File: src/rtl/stream_demux_1x2.sv
// Registered 1-to-2 stream demultiplexer: each branch has a 2-entry FIFO selected per word by in_sel.
// Optional delivery counters are built when STREAM_DEMUX_CNT_EN is defined; otherwise cnt_a/cnt_b read 0.
module stream_demux_1x2 #(
  parameter int N = 16
) (
  input  logic         clk,
  input  logic         rst_n,
  input  logic [N-1:0] in_data,
  input  logic         in_sel,
  input  logic         in_valid,
  output logic         in_ready,
  output logic [N-1:0] outa_data,
  output logic         outa_valid,
  input  logic         outa_ready,
  output logic [N-1:0] outb_data,
  output logic         outb_valid,
  input  logic         outb_ready,
  output logic [15:0]  cnt_a,
  output logic [15:0]  cnt_b
);

  typedef enum logic [1:0] {
    EMPTY = 2'd0,
    ONE   = 2'd1,
    FULL  = 2'd2
  } occ_t;

  // A push while FULL or a pop while EMPTY cannot happen; those combinations hold state.
  function automatic occ_t next_occ(input occ_t cur, input logic push, input logic pop);
    occ_t nxt;
    nxt = cur;
    case (cur)
      EMPTY:   if (push) nxt = ONE;
      ONE:     if (push && !pop) nxt = FULL;
               else if (!push && pop) nxt = EMPTY;
      FULL:    if (pop) nxt = ONE;
      default: nxt = EMPTY;
    endcase
    return nxt;
  endfunction

  logic [N-1:0] mem_a [2];
  logic [N-1:0] mem_b [2];
  logic         wptr_a, rptr_a, wptr_b, rptr_b;
  occ_t         occ_a, occ_b;
  logic         full_a, full_b;
  logic         push_a, push_b, pop_a, pop_b;

  assign full_a = (occ_a == FULL);
  assign full_b = (occ_b == FULL);

  // in_ready is a function of registered occupancy and in_sel only, never of the out readies.
  assign in_ready = in_sel ? ~full_b : ~full_a;

  assign push_a = in_valid & in_ready & ~in_sel;
  assign push_b = in_valid & in_ready &  in_sel;
  assign pop_a  = outa_valid & outa_ready;
  assign pop_b  = outb_valid & outb_ready;

  assign outa_valid = (occ_a != EMPTY);
  assign outb_valid = (occ_b != EMPTY);
  assign outa_data  = mem_a[rptr_a];
  assign outb_data  = mem_b[rptr_b];

  // Branch A buffer
  always_ff @(posedge clk or negedge rst_n) begin
    if (!rst_n) begin
      mem_a[0] <= '0;
      mem_a[1] <= '0;
      wptr_a   <= 1'b0;
      rptr_a   <= 1'b0;
      occ_a    <= EMPTY;
    end else begin
      if (push_a) begin
        mem_a[wptr_a] <= in_data;
        wptr_a        <= ~wptr_a;
      end
      if (pop_a) rptr_a <= ~rptr_a;
      occ_a <= next_occ(occ_a, push_a, pop_a);
    end
  end

  // Branch B buffer
  always_ff @(posedge clk or negedge rst_n) begin
    if (!rst_n) begin
      mem_b[0] <= '0;
      mem_b[1] <= '0;
      wptr_b   <= 1'b0;
      rptr_b   <= 1'b0;
      occ_b    <= EMPTY;
    end else begin
      if (push_b) begin
        mem_b[wptr_b] <= in_data;
        wptr_b        <= ~wptr_b;
      end
      if (pop_b) rptr_b <= ~rptr_b;
      occ_b <= next_occ(occ_b, push_b, pop_b);
    end
  end

`ifdef STREAM_DEMUX_CNT_EN
  logic [15:0] cnt_a_q, cnt_b_q;

  // Free-running delivery counters, wrapping at 16 bits
  always_ff @(posedge clk or negedge rst_n) begin
    if (!rst_n) begin
      cnt_a_q <= 16'd0;
      cnt_b_q <= 16'd0;
    end else begin
      if (pop_a) cnt_a_q <= cnt_a_q + 16'd1;
      if (pop_b) cnt_b_q <= cnt_b_q + 16'd1;
    end
  end

  assign cnt_a = cnt_a_q;
  assign cnt_b = cnt_b_q;
`else
  assign cnt_a = 16'd0;
  assign cnt_b = 16'd0;
`endif

endmodule

File: config.mk
export PLATFORM = sky130hd
export DESIGN_NAME = stream_demux_1x2
export DESIGN_NICKNAME = d
export VERILOG_FILES = /design/src/rtl/stream_demux_1x2.sv
export SDC_FILE = /design/constraint.sdc
export NUM_CORES = 1
export LEC_CHECK = 0
export CAP_MARGIN = 10
export CORE_MARGIN = 2
export CORE_UTILIZATION = 30
export DETAILED_ROUTE_END_ITERATION = 16
export PLACE_DENSITY = 0.59
export SLEW_MARGIN = 25
export SYNTH_ARGS = -nofsm -noshare
export SYNTH_HDL_FRONTEND = slang
export SYNTH_SLANG_ARGS = --single-unit
File: constraint.sdc
create_clock -name clk -period 2.05 [get_ports clk]
set_input_delay 0.615 -clock clk [delete_from_list [all_inputs] [get_ports clk]]
set_output_delay 0.615 -clock clk [all_outputs]
set_load 0.02 [all_outputs]
==> flow_summary_export.csv <==
group,metric,value,unit
synthesis,async_flop_share,1.00,
route,wl_per_cell,15.9,microns
route,drt-initial-drc-count,56,
clocking,clkSinkCount,72,
floorplanning,ios,89,
route,ant_nets,0,
power_and_ir_drop,pwr-share-clk,0.212,
final_layout,layout_commonest_cell,"dfrtp_1",
power_and_ir_drop,power.leakage,2.14,nW
power_and_ir_drop,combPwrFrac,0.476,
grt,overflow,0,
critical_path,crit_fanout,5,
grt,grt_max_degree,37,
power_and_ir_drop,ir_worst_vdd,0.582,mV
grt,grt_pass1_vias,2171,
timing,hold_viol_final,0,
synthesis,synth-edff-count,0,
synthesis,yosysWarnings,0,
power_and_ir_drop,seqPwrFrac,0.312,
synthesis,synth_cell_types,32,
power_and_ir_drop,netSwitchingFraction,0.328,
synthesis,yosysSeqAreaShare,0.507,
timing,clock.fmax,0.476,GHz
critical_path,cp_data_required_time,1.43,ns
clocking,clk_path_buf_depth,2,
timing,fin_crit_sh,1.02,
timing,rsz0062_at_grt,"yes",
route,routed_wl,7490,microns
placement,dp_worst_setup_slack,-0.459,ns
critical_path,cp_data_arrival_time,1.48,ns
grt,antenna_found_initial,0,
route,vias_per_cell,4.40,
synthesis,synthDominantCellAreaShare,0.507,
floorplanning,start_util,0.309,
synthesis,synth_ff_type,"dfrtp_1",
power_and_ir_drop,power_density,1640,nW/um^2
run,drv_cap,0,
final_layout,final_util,0.409,
final_layout,layout.cells.non_filler,472,
run_status,outcome,"finished with violations",
floorplanning,coreArea,11500,sq um
synthesis,yosysTopAreaCell,"dfrtp_1",
clocking,cts_root_buffer,"clkbuf_16",
final_layout,finalNetCount,348,
synthesis,syn_avg_cell_area,14.5,sq um
timing,maxSlewViolCount,0,
synthesis,syn_area,3560,sq um
timing,fin_crit,2.10,ns
power_and_ir_drop,intPower,5.19,mW
placement,gp_congestion,0.688,
synthesis,syn_inst,245,
run_status,failed_checks,"design-rule violations, negative setup slack",
clocking,clk_pin_slew,0.06,ns
power_and_ir_drop,power,7.72,mW
grt,grt.total_usage,0.119,
synthesis,ys_seq_elements,72,
route,drcViolationCount,6,
floorplanning,row_count,39,
critical_path,worstSetupPathType,"reg2out",
grt,grt_pass1_wl,11600,microns
timing,holdWs,0.157,ns
clocking,cts_htree_levels,3,
placement,placedCellCount,449,
clocking,cts_tree,"built",
floorplanning,die_x,113,microns
final_layout,drive_above_1_share,0.553,
route,first_pass_iters,11,
clocking,cts_made_buffers,9,
hold_path,hold_class,"in2async",
final_layout,antenna_cells,0,
clocking,cts-hold-fix-buffers,0,
timing,fin_skew,0.00560,ns
synthesis,yosys-top-cells-area,"dfrtp_1, mux2_2, buf_4",
critical_path,startpoint_type,"flip-flop",
placement,hpwl,4880,microns
route,vias,2079,
floorplanning,die-area,12700,sq um
timing,finalWorstSetupSlack,-0.0492,ns
clocking,clk_latency,0.32,ns
critical_path,cp-end-kind,"primary output",
final_layout,mostFrequentLayoutCells,"dfrtp_1, mux2_2, conb_1, mux2_4, buf_6",
timing,setup_viol,11,
placement,io_buffers,56,
floorplanning,die_h,113,microns
power_and_ir_drop,switching_power,2.53,mW
final_layout,areaGrowthSynthToFinish,32.3,%
## cell families (layout without fill, tap and decap cells)
group | count (synthesis) | in the layout | synth area share
buffers and inverters | 43 | 96 | 0.0950
XOR/XNOR | 4 | 4 | 0.00985
other | 1 | 32 | 0.00105
multiplexers | 96 | 96 | 0.314
AND/OR/NAND/NOR | 21 | 21 | 0.0594
AO/OA/AOI/OAI | 7 | 7 | 0.0102
flip-flops | 72 | 72 | 0.507
adder cells (fa/ha/maj) | 1 | 1 | 0.00352
## sequential cells by signal, summed over array words and instances, names as in the netlist
signal,cells
occ_b,2
mem_a,32
mem_b,32
rptr_b,1
rptr_a,1
wptr_a,1
occ_a,2
wptr_b,1
## metrics by stage
stage | area, sq um | TNS (ns)
after CTS | 4570 | -3.28
after detailed placement | 4280 | -7.54
final | 4710 | -0.374
after global placement | 4280 | -7.20
after global routing | 4710 | -1.10
after floorplan | 3670 | 0
## per-layer routing
metal / wire [microns] / vias to the layer above / GRT usage
met3: 438 / 6 / 0.0423
met5: 0 / - / 0
met4: 64 / 0 / 0.0341
li1: - / 953 / -
met1: 3290 / 1059 / 0.152
met2: 3700 / 61 / 0.193
## cell type report
type	instances	area, sq um
clock inverter	6	85.1
timing repair buffer	81	811
sequential	72	1810
clock buffer	9	225
multi-input combinational	161	1600
fill	1104	6810
tap	143	179
## worst max-delay path, cell delays in order (launching register included)
cell and delay [ns]:
dfrtp_2 0.42, buf_6 0.12, buf_8 0.13, mux2_2 0.33
buf_2 0.16
## what timing repair did
action                                  in CTS  in global routing
endpoints found under the setup margin      35                 34
gates cloned                                 1                  1
gates resized for setup                     96                110
setup buffers                                6                  2
## power by group through the flow
stage / clock network [mW] / registers, mW / logic [mW]
after floorplan: 0 / 2.29 / 2.19
after global placement: 0 / 2.35 / 3.39
after detailed placement: 0 / 2.39 / 3.41
after CTS: 1.69 / 2.38 / 3.21
after global routing: 1.75 / 2.49 / 3.91
final: 1.64 / 2.41 / 3.67
## cell usage after synthesis (2+ instances only)
cell type,instances
buf_2,2
nand2b_1,2
mux2_4,10
nand3b_1,2
mux2_2,83
a21oi_1,3
dfrtp_1,72
or2_2,2
buf_6,4
xnor2_1,3
o21ai_0,3
buf_4,34
mux2_1,3
nand2_1,3
clkbuf_1,2
## final timing paths
check                           startpoint           end  slack (ns)  cells after the start
worst min register to register   mem_b[24]     mem_b[24]        0.48                      1
worst max register to register    occ_a[0]     mem_a[31]        0.39                      5
worst min-delay path                 rst_n      occ_b[1]        0.16                      1
min in group clk                 mem_b[24]     mem_b[24]        0.48                      1
worst max-delay path                rptr_b  outb_data[5]       -0.05                      4
max in group asynchronous            rst_n     mem_b[13]        1.33                      2
(Power assumes the default switching activity.)
